### src/rtl/reg_file_sb.sv
// reg_file_sb: XLEN x NREGS integer register file with two combinational read
// ports, one synchronous write port, x0 hardwired to zero, a reset-triggered
// one-register-per-cycle clear sweep, optional write-to-read forwarding, and a
// per-register pending scoreboard for hazard detection.
module reg_file_sb #(
    parameter int XLEN   = 32,
    parameter int NREGS  = 32,
    parameter int BYPASS = 1,
    localparam int AW    = $clog2(NREGS)
) (
    input  logic            CLK,
    input  logic            RST,
    input  logic            EN,
    input  logic [AW-1:0]   WA,
    input  logic [XLEN-1:0] WD,
    input  logic [AW-1:0]   ADR1,
    input  logic [AW-1:0]   ADR2,
    input  logic            PEND_SET,
    input  logic [AW-1:0]   PEND_ADR,
    output logic [XLEN-1:0] RS1,
    output logic [XLEN-1:0] RS2,
    output logic            PEND1,
    output logic            PEND2,
    output logic            BUSY
);

    // idx carries one extra bit so the sweep counter never wraps at NREGS
    localparam int IW = AW + 1;

    typedef enum logic {
        RUN   = 1'b0,
        CLEAR = 1'b1
    } state_t;

    // Power-up contents: everything zero, sequencer idle in RUN
    state_t          state = RUN;
    state_t          state_nxt;
    logic [IW-1:0]   idx = '0;
    logic [IW-1:0]   idx_nxt;
    logic [NREGS-1:0] pend = '0;
    logic [XLEN-1:0] ram [NREGS] = '{default: '0};

    logic busy;
    logic wr_req;
    logic byp_hit;

    assign busy    = (state == CLEAR);
    assign BUSY    = busy;
    // A write to x0 is never a real write, so it neither stores, clears pend nor forwards
    assign wr_req  = EN && (WA != '0);
    // Forwarding is only meaningful once the sweep is over and writes are accepted
    assign byp_hit = (BYPASS != 0) && wr_req && !busy;

    // Sequencer state and sweep index registers
    always_ff @(posedge CLK) begin
        state <= state_nxt;
        idx   <= idx_nxt;
    end

    // Next-state logic: reset (re)starts the sweep, the last index returns to RUN
    always_comb begin
        state_nxt = state;
        idx_nxt   = idx;
        if (RST) begin
            state_nxt = CLEAR;
            idx_nxt   = '0;
        end else if (state == CLEAR) begin
            idx_nxt = idx + IW'(1);
            if (idx == IW'(NREGS - 1)) begin
                state_nxt = RUN;
            end
        end
    end

    // Pending scoreboard: writeback clears, issue sets; set is applied last so it wins on a tie
    always_ff @(posedge CLK) begin
        if (RST) begin
            pend <= '0;
        end else if (!busy) begin
            if (wr_req) begin
                pend[WA] <= 1'b0;
            end
            if (PEND_SET && (PEND_ADR != '0)) begin
                pend[PEND_ADR] <= 1'b1;
            end
        end
    end

    // Register array: sweep clears one entry per cycle, RUN accepts writes; reset edges leave it alone
    always_ff @(posedge CLK) begin
        if (!RST) begin
            if (busy) begin
                ram[idx[AW-1:0]] <= '0;
            end else if (wr_req) begin
                ram[WA] <= WD;
            end
        end
    end

    // Read ports: zero while sweeping or for x0, forwarded write data on an address match
    always_comb begin
        RS1   = '0;
        RS2   = '0;
        PEND1 = 1'b0;
        PEND2 = 1'b0;
        if (!busy) begin
            if (ADR1 != '0) begin
                RS1 = (byp_hit && (WA == ADR1)) ? WD : ram[ADR1];
            end
            if (ADR2 != '0) begin
                RS2 = (byp_hit && (WA == ADR2)) ? WD : ram[ADR2];
            end
            PEND1 = pend[ADR1] && !(byp_hit && (WA == ADR1));
            PEND2 = pend[ADR2] && !(byp_hit && (WA == ADR2));
        end
    end

endmodule

### config.mk
export PLATFORM = sky130hd
export DESIGN_NAME = reg_file_sb
export DESIGN_NICKNAME = d
export VERILOG_FILES = /design/src/rtl/reg_file_sb.sv
export SDC_FILE = /design/constraint.sdc
export NUM_CORES = 1
export LEC_CHECK = 0
export CAP_MARGIN = 20
export CORE_MARGIN = 2
export CORE_UTILIZATION = 49
export CTS_CLUSTER_DIAMETER = 40
export DETAILED_ROUTE_END_ITERATION = 8
export PLACE_DENSITY_LB_ADDON = 0.1
export SYNTH_ARGS = -nofsm -noshare
export SYNTH_HDL_FRONTEND = slang
export SYNTH_SLANG_ARGS = --single-unit
### constraint.sdc
create_clock -name CLK -period 4 [get_ports CLK]
set_input_delay 0.8 -clock CLK [delete_from_list [all_inputs] [get_ports CLK]]
set_output_delay 0.8 -clock CLK [all_outputs]
set_load 0.01 [all_outputs]
; ---- Yosys cells after proc, flatten, opt, wreduce, memory -nomap -nowiden
; Memory sizes are Yosys's and may differ from the RTL's.
; Cells that the tools add are included.
[classes]
order_cmp = 6
addsub = 1
reduce_logical = 17
muxes = 32
eq_ne = 3
bitwise = 3
[ops]
columns = operator, n
row1 = $mux 32, 11
row2 = $and 32x32->32, 1
row3 = $not 32->32, 1
row4 = $or 32x32->32, 1
row5 = $reduce_or 32->1, 1
row6 = $lt 5x6->1 const B, 4
row7 = $reduce_bool 5->1, 4
row8 = $mux 1, 16
row9 = $bmux 1 s5, 2
row10 = $demux 1 s5, 2
row11 = $eq 5x5->1, 2
row12 = $ge 5x1->1 const B, 2
row13 = $logic_and 1x1->1, 9
row14 = $add 6x1->6 const B, 1
row15 = $eq 6x5->1 const B, 1
row16 = $mux 5, 1
row17 = $logic_not 1->1, 3
[totals]
ramBits = 1024
mem_count = 1
regBits = 39
[mem_list]
columns = memory, depth, word_bits, read_ports, rd_clocked_by_memory_dff, write_ports, line_no
row1 = ram, 32, 32, 2, 0, 1, 41  ; logic [XLEN-1:0] ram [NREGS] = '{default: '0};

; ---- Logic depth before layout (Yosys ltp)
; Gate-level depths: netlist of the first run.
[logic_depth]
ltp_word = 11
mapped_depth = 9

; ---- Least setup slack after synthesis of the first run
; No wires, ideal clock.
[synth_timing]
kind = input -> register
start = input WA[4]
end = memory ram[10][0], enable pin
arrival_ps = 3543
slack_ps = 36
setup_ps = 421
required_time_ps = 3579
cell_stages = 7
path_cell_list = buf_2 nor3_4 a2111oi_4 buf_2 mux2i_1 nand2_1 nor2_1
[synth_via]
elab_chain_len = 8
elab_cells_between_ends = 9
classes_between = 6 x mux / 3 x reduce/logical
[synth_lines]
columns = element, line_no
row1 = start: declaration, 14  ; input logic [AW-1:0] WA,
row2 = $reduce_bool 5->1, 50  ; assign wr_req = EN && (WA != '0);
row3 = $logic_and 1x1->1, 50
row4 = $mux 1, 94  ; end else if (wr_req) begin
row5 = $mux 1, 92  ; if (busy) begin
row6 = $mux 1, 91  ; if (!RST) begin
row7 = $mux 1 (implied by the code), 95  ; ram[WA] <= WD;
row8 = $reduce_or 32->1 (no source line), n/a
row9 = $mux 5 (no source line) or $mux 1 (tied branches), n/a
row10 = end: declaration, 41
; Parallel ways exist; a longest one is shown, timed or not.

; ---- Final worst setup path of the first run
[layout_timing]
start = input ADR1[0]
end = output RS1[29]
[layout_via]
elab_chain_len = 5
elab_cells_between_ends = 7
classes_between = 1 x eq/ne / 3 x mux / 2 x reduce/logical / 1 x memory
[layout_lines]
columns = element, line_no
row1 = start: declaration, 16  ; input logic [AW-1:0] ADR1,
row2 = "parallel branches: the longest is 3 deep, another holds $mem_v2 32x32", n/a
row3 = $mux 32 *, 107  ; if (ADR1 != '0) begin
row4 = $mux 32 *, 106  ; if (!busy) begin
row5 = end: declaration, 20  ; output logic [XLEN-1:0] RS1,
; Every way passes the cells marked *.

==> results of run 1 <==
flip-flops by register name, indices dropped and copies added (netlist names):
register and count:
BUSY 1, pend 32, idx 6, ram 1024
logic make-up (layout without fill, tap and decap cells):
group,after synthesis,count (layout),synth area share
AO/OA/AOI/OAI,596,596,0.0851
adder cells (fa/ha/maj),1,1,0.000246
AND/OR/NAND/NOR,256,256,0.0272
buffers and inverters,250,855,0.0239
XOR/XNOR,13,13,0.00223
multiplexers,731,731,0.242
other,0,4,0
flip-flops,1063,1063,0.619
timing repair:
item,CTS,global route
cloned,4,1
pin swaps,5,2
gates resized for setup,88,27
setup buffers,9,16
endpoints found under the setup margin,65,22
endpoints found under the hold margin,0,0
worst paths after layout:
| check | start | end | slack [ps] | cells past startpoint |
|---|---|---|---|---|
| worst min register to register | pend[0]$_SDFFE_PP0N_ | pend[0]$_SDFFE_PP0N_ | 470 | 1 |
| worst max-delay path | ADR1[0] | RS1[29] | -10 | 8 |
| worst min-delay path | pend[0]$_SDFFE_PP0N_ | pend[0]$_SDFFE_PP0N_ | 470 | 1 |
| worst max register to register | BUSY$_SDFF_PP1_ | ram[23][4]$_DFFE_PP_ | 1000 | 6 |
final cells by class:
| type | count | area, um2 |
|---|---|---|
| diodes | 4 | 10.0 |
| clock buffers | 170 | 3940 |
| clock inverters | 96 | 953 |
| fillers | 7528 | 39900 |
| inverters | 6 | 22.5 |
| multi-input cells | 1597 | 18700 |
| flip-flops and latches | 1063 | 31500 |
| well taps | 1380 | 1730 |
| repair buffers | 583 | 6560 |
power groups by stage:
| stage | logic [mW] | registers (mW) | clock network [mW] |
|---|---|---|---|
| 6_report | 2.11 | 12.1 | 12.9 |
| 5_1_grt | 2.19 | 12.1 | 13.5 |
| 4_1_cts | 2.06 | 12.1 | 13.1 |
| 3_5_place_dp | 2.04 | 12.3 | 0 |
| 3_3_place_gp | 2.04 | 12.3 | 0 |
| 2_1_floorplan | 1.11 | 12.3 | 0 |
layout by cell type, fill, tap and decap left out, types with 14 or more instances in the layout:
| master | count |
|---|---|
| a211oi_1 | 60 |
| a21oi_1 | 153 |
| a221o_1 | 64 |
| a221oi_1 | 114 |
| a221oi_2 | 14 |
| a22oi_1 | 61 |
| and2_1 | 33 |
| buf_12 | 133 |
| buf_4 | 310 |
| clkbuf_1 | 15 |
| clkbuf_16 | 156 |
| clkdlybuf4s50_1 | 54 |
| clkinv_1 | 19 |
| clkinv_2 | 18 |
| clkinvlp_4 | 15 |
| dfxtp_1 | 39 |
| dlygate4sd2_1 | 58 |
| edfxtp_1 | 1024 |
| inv_6 | 14 |
| mux2i_1 | 325 |
| mux4_2 | 402 |
| nand2_1 | 45 |
| nor2_1 | 15 |
| nor2_4 | 34 |
| nor2b_1 | 76 |
| o21ai_0 | 41 |
| o21bai_1 | 63 |
synthesized netlist by cell type (33+ instances only):
cell type  count
nor2b_1       78
clkbuf_1      97
buf_2        104
edfxtp_1    1024
nor2_1        47
a21oi_1      157
and2_1        33
a221o_1       64
o21bai_1      64
a221oi_1     128
nand2_1       47
dfxtp_1       39
o21ai_0       41
mux4_2       402
mux2i_1      325
a211oi_1      64
a22oi_1       64
routing by layer:
metal  GRT usage  up-vias  wire length [um]
met5           0        -                 0
met4       0.147        0              8070
met3      0.0662      384             15100
met2       0.493     1887             79700
met1       0.424    17600             65100
li1            -    13400                 -
critical path: cells and delay by family:
kind / cells / cell delay, ps
mux: 1 / 530
buf+inv: 4 / 1070
compound gates: 3 / 770
through the flow:
step | cells | hold WS [ps] | total power, mW | util | cell area (um2)
finish | 4899 | 474 | 27.2 | 0.614 | 63500
CTS | 4878 | 481 | 27.2 | 0.611 | 63100
global route | 4895 | 504 | 27.8 | 0.614 | 63400
global placement | 4600 | 465 | 14.4 | 0.561 | 58000
floorplan | 2910 | 451 | 13.4 | - | 51000
detailed placement | 4600 | 472 | 14.4 | 0.561 | 58000
==> key figures, run 1 <==
Status
  – Status: finished with violations
  – Violated checks: negative setup slack

STA
  – Highest clock rate: 249 MHz
  – Max-slew violations: 0
  – Setup Skew: 14.7 ps
  – Period minus WS final: 4010 ps
  – Relative max-transition margin: 0.457
  – Final setup vio count: 1
  – Crit path setup slack, layout: -15.0 ps
  – TNS Setup: -15.0 ps
  – Tightest Pin Transition: 807 ps
  – Endpoints failing hold: 0
  – RSZ-0062 raised after global routing: true
  – Period utilization: 1.00

Route
  – Post-DR vias/cell: 6.81
  – Vias: 33,400
  – DR DRC count: 0
  – DRT iter0 DRCs: 4,165
  – Routed Wire Length: 168 mm
  – Drt wl/cell: 34.3 um
  – First-pass detailed-route iteration total: 7
  – Number of routed nets with antenna violations: 0

Worst setup path
  – Crit. End Element: output pin
  – Worst Path Arrival: 3210 ps
  – Worst EP required: 3200 ps
  – Most frequent CP cell: buf_12
  – Startpoint Class: input pin
  – Crit-path max FO: 13
  – WS Path Type: in2out
  – Max stage delay on crit path: 530 ps
  – CP cell instances: buf_8, buf_12, buf_12, mux4_2, a22oi_2, a21oi_1, a221o_1, clkdlybuf4s50_1
  – Slowest-stage cell, CP: mux4_2

Power and ir drop
  – Pint: 21.0 mW
  – Logic pwr share: 0.078
  – Sw Share: 0.227
  – Clk pwr share: 0.476
  – P per Cell Area: 428 nW/um2
  – Seq pwr share: 0.446
  – P_leak: 23.2 nW
  – VDD IR max: 0.406 mV
  – NetSw: 6.18 mW

Clock network
  – # hold bufs at CTS: 0
  – CTS tree: done
  – CTS sink cnt: 1,063
  – Worst-Skew Late Latency: 730 ps
  – Htree depth: 4
  – CTS Root Cell: clkbuf_16
  – Clk buf depth: 3
  – TritonCTS buffer count: 147
  – CTS clk-pin slew, worst paths: 50 ps

Synthesis
  – Number of synthesized flops with an enable pin: 1,024
  – Synth warn: 0
  – Flop and latch count out of synthesis: 1,063
  – Top_reg_cell synth: edfxtp_1
  – Yosys top cell by area: edfxtp_1
  – Cells after Synth: 2,910
  – Synth top area share: 0.603
  – Post-Syn Area: 51,000 um2
  – Main area contributors after synthesis: edfxtp_1 60%, mux4_2 18%, mux2i_1 6.4%
  – Yosys cell types: 51
  – Async SR Flop Fraction: 0
  – Post-Syn Area per Cell: 17.5 um2
  – Syn nets: 2,967
  – Seq/Total Area, Yosys: 0.619

Floorplan
  – Starting Density: 0.493
  – Full die area: 107,000 um2
  – Die Y: 326 um
  – I/O pins: 123
  – Overall die width: 326 um
  – Core Area: 103,000 um2
  – Cell Rows: 118

Worst hold path
  – Hold Crit Class: reg2reg

Placed design
  – Post-DP HPWL: 111 mm
  – Place WS: -351 ps
  – Gp weighted congestion: 0.954
  – Port Buf Inserts: 122

Finish
  – Area delta synth->final: 24.5%
  – Nets@finish: 3,455
  – Share of post-route cells with drive strength above 1: 0.339

GRT
  – Antenna violations before repair: 3
  – Number of global-route vias before repair: 34,000
  – First-pass GRT wire length: 240 mm
  – Pin count of the biggest net entering global routing: 45
  – Gr usage total: 0.314
  – Remaining Overflow, GRT: 0

Run
  – Max-cap violation count: 0
No activity file was read; power rests on OpenSTA's default activity.
==> inputs of run 2 (changes only) <==
--- a/config.mk
+++ b/config.mk
@@ -10,6 +10,7 @@
 export CORE_UTILIZATION = 49
 export CTS_CLUSTER_DIAMETER = 40
 export DETAILED_ROUTE_END_ITERATION = 8
+export GPL_ROUTABILITY_DRIVEN = 1
 export PLACE_DENSITY_LB_ADDON = 0.1
 export SYNTH_ARGS = -nofsm -noshare
 export SYNTH_HDL_FRONTEND = slang
==> results of run 2 <==
Same layout as run 1: the final DEF is identical, and so are final timing and power.
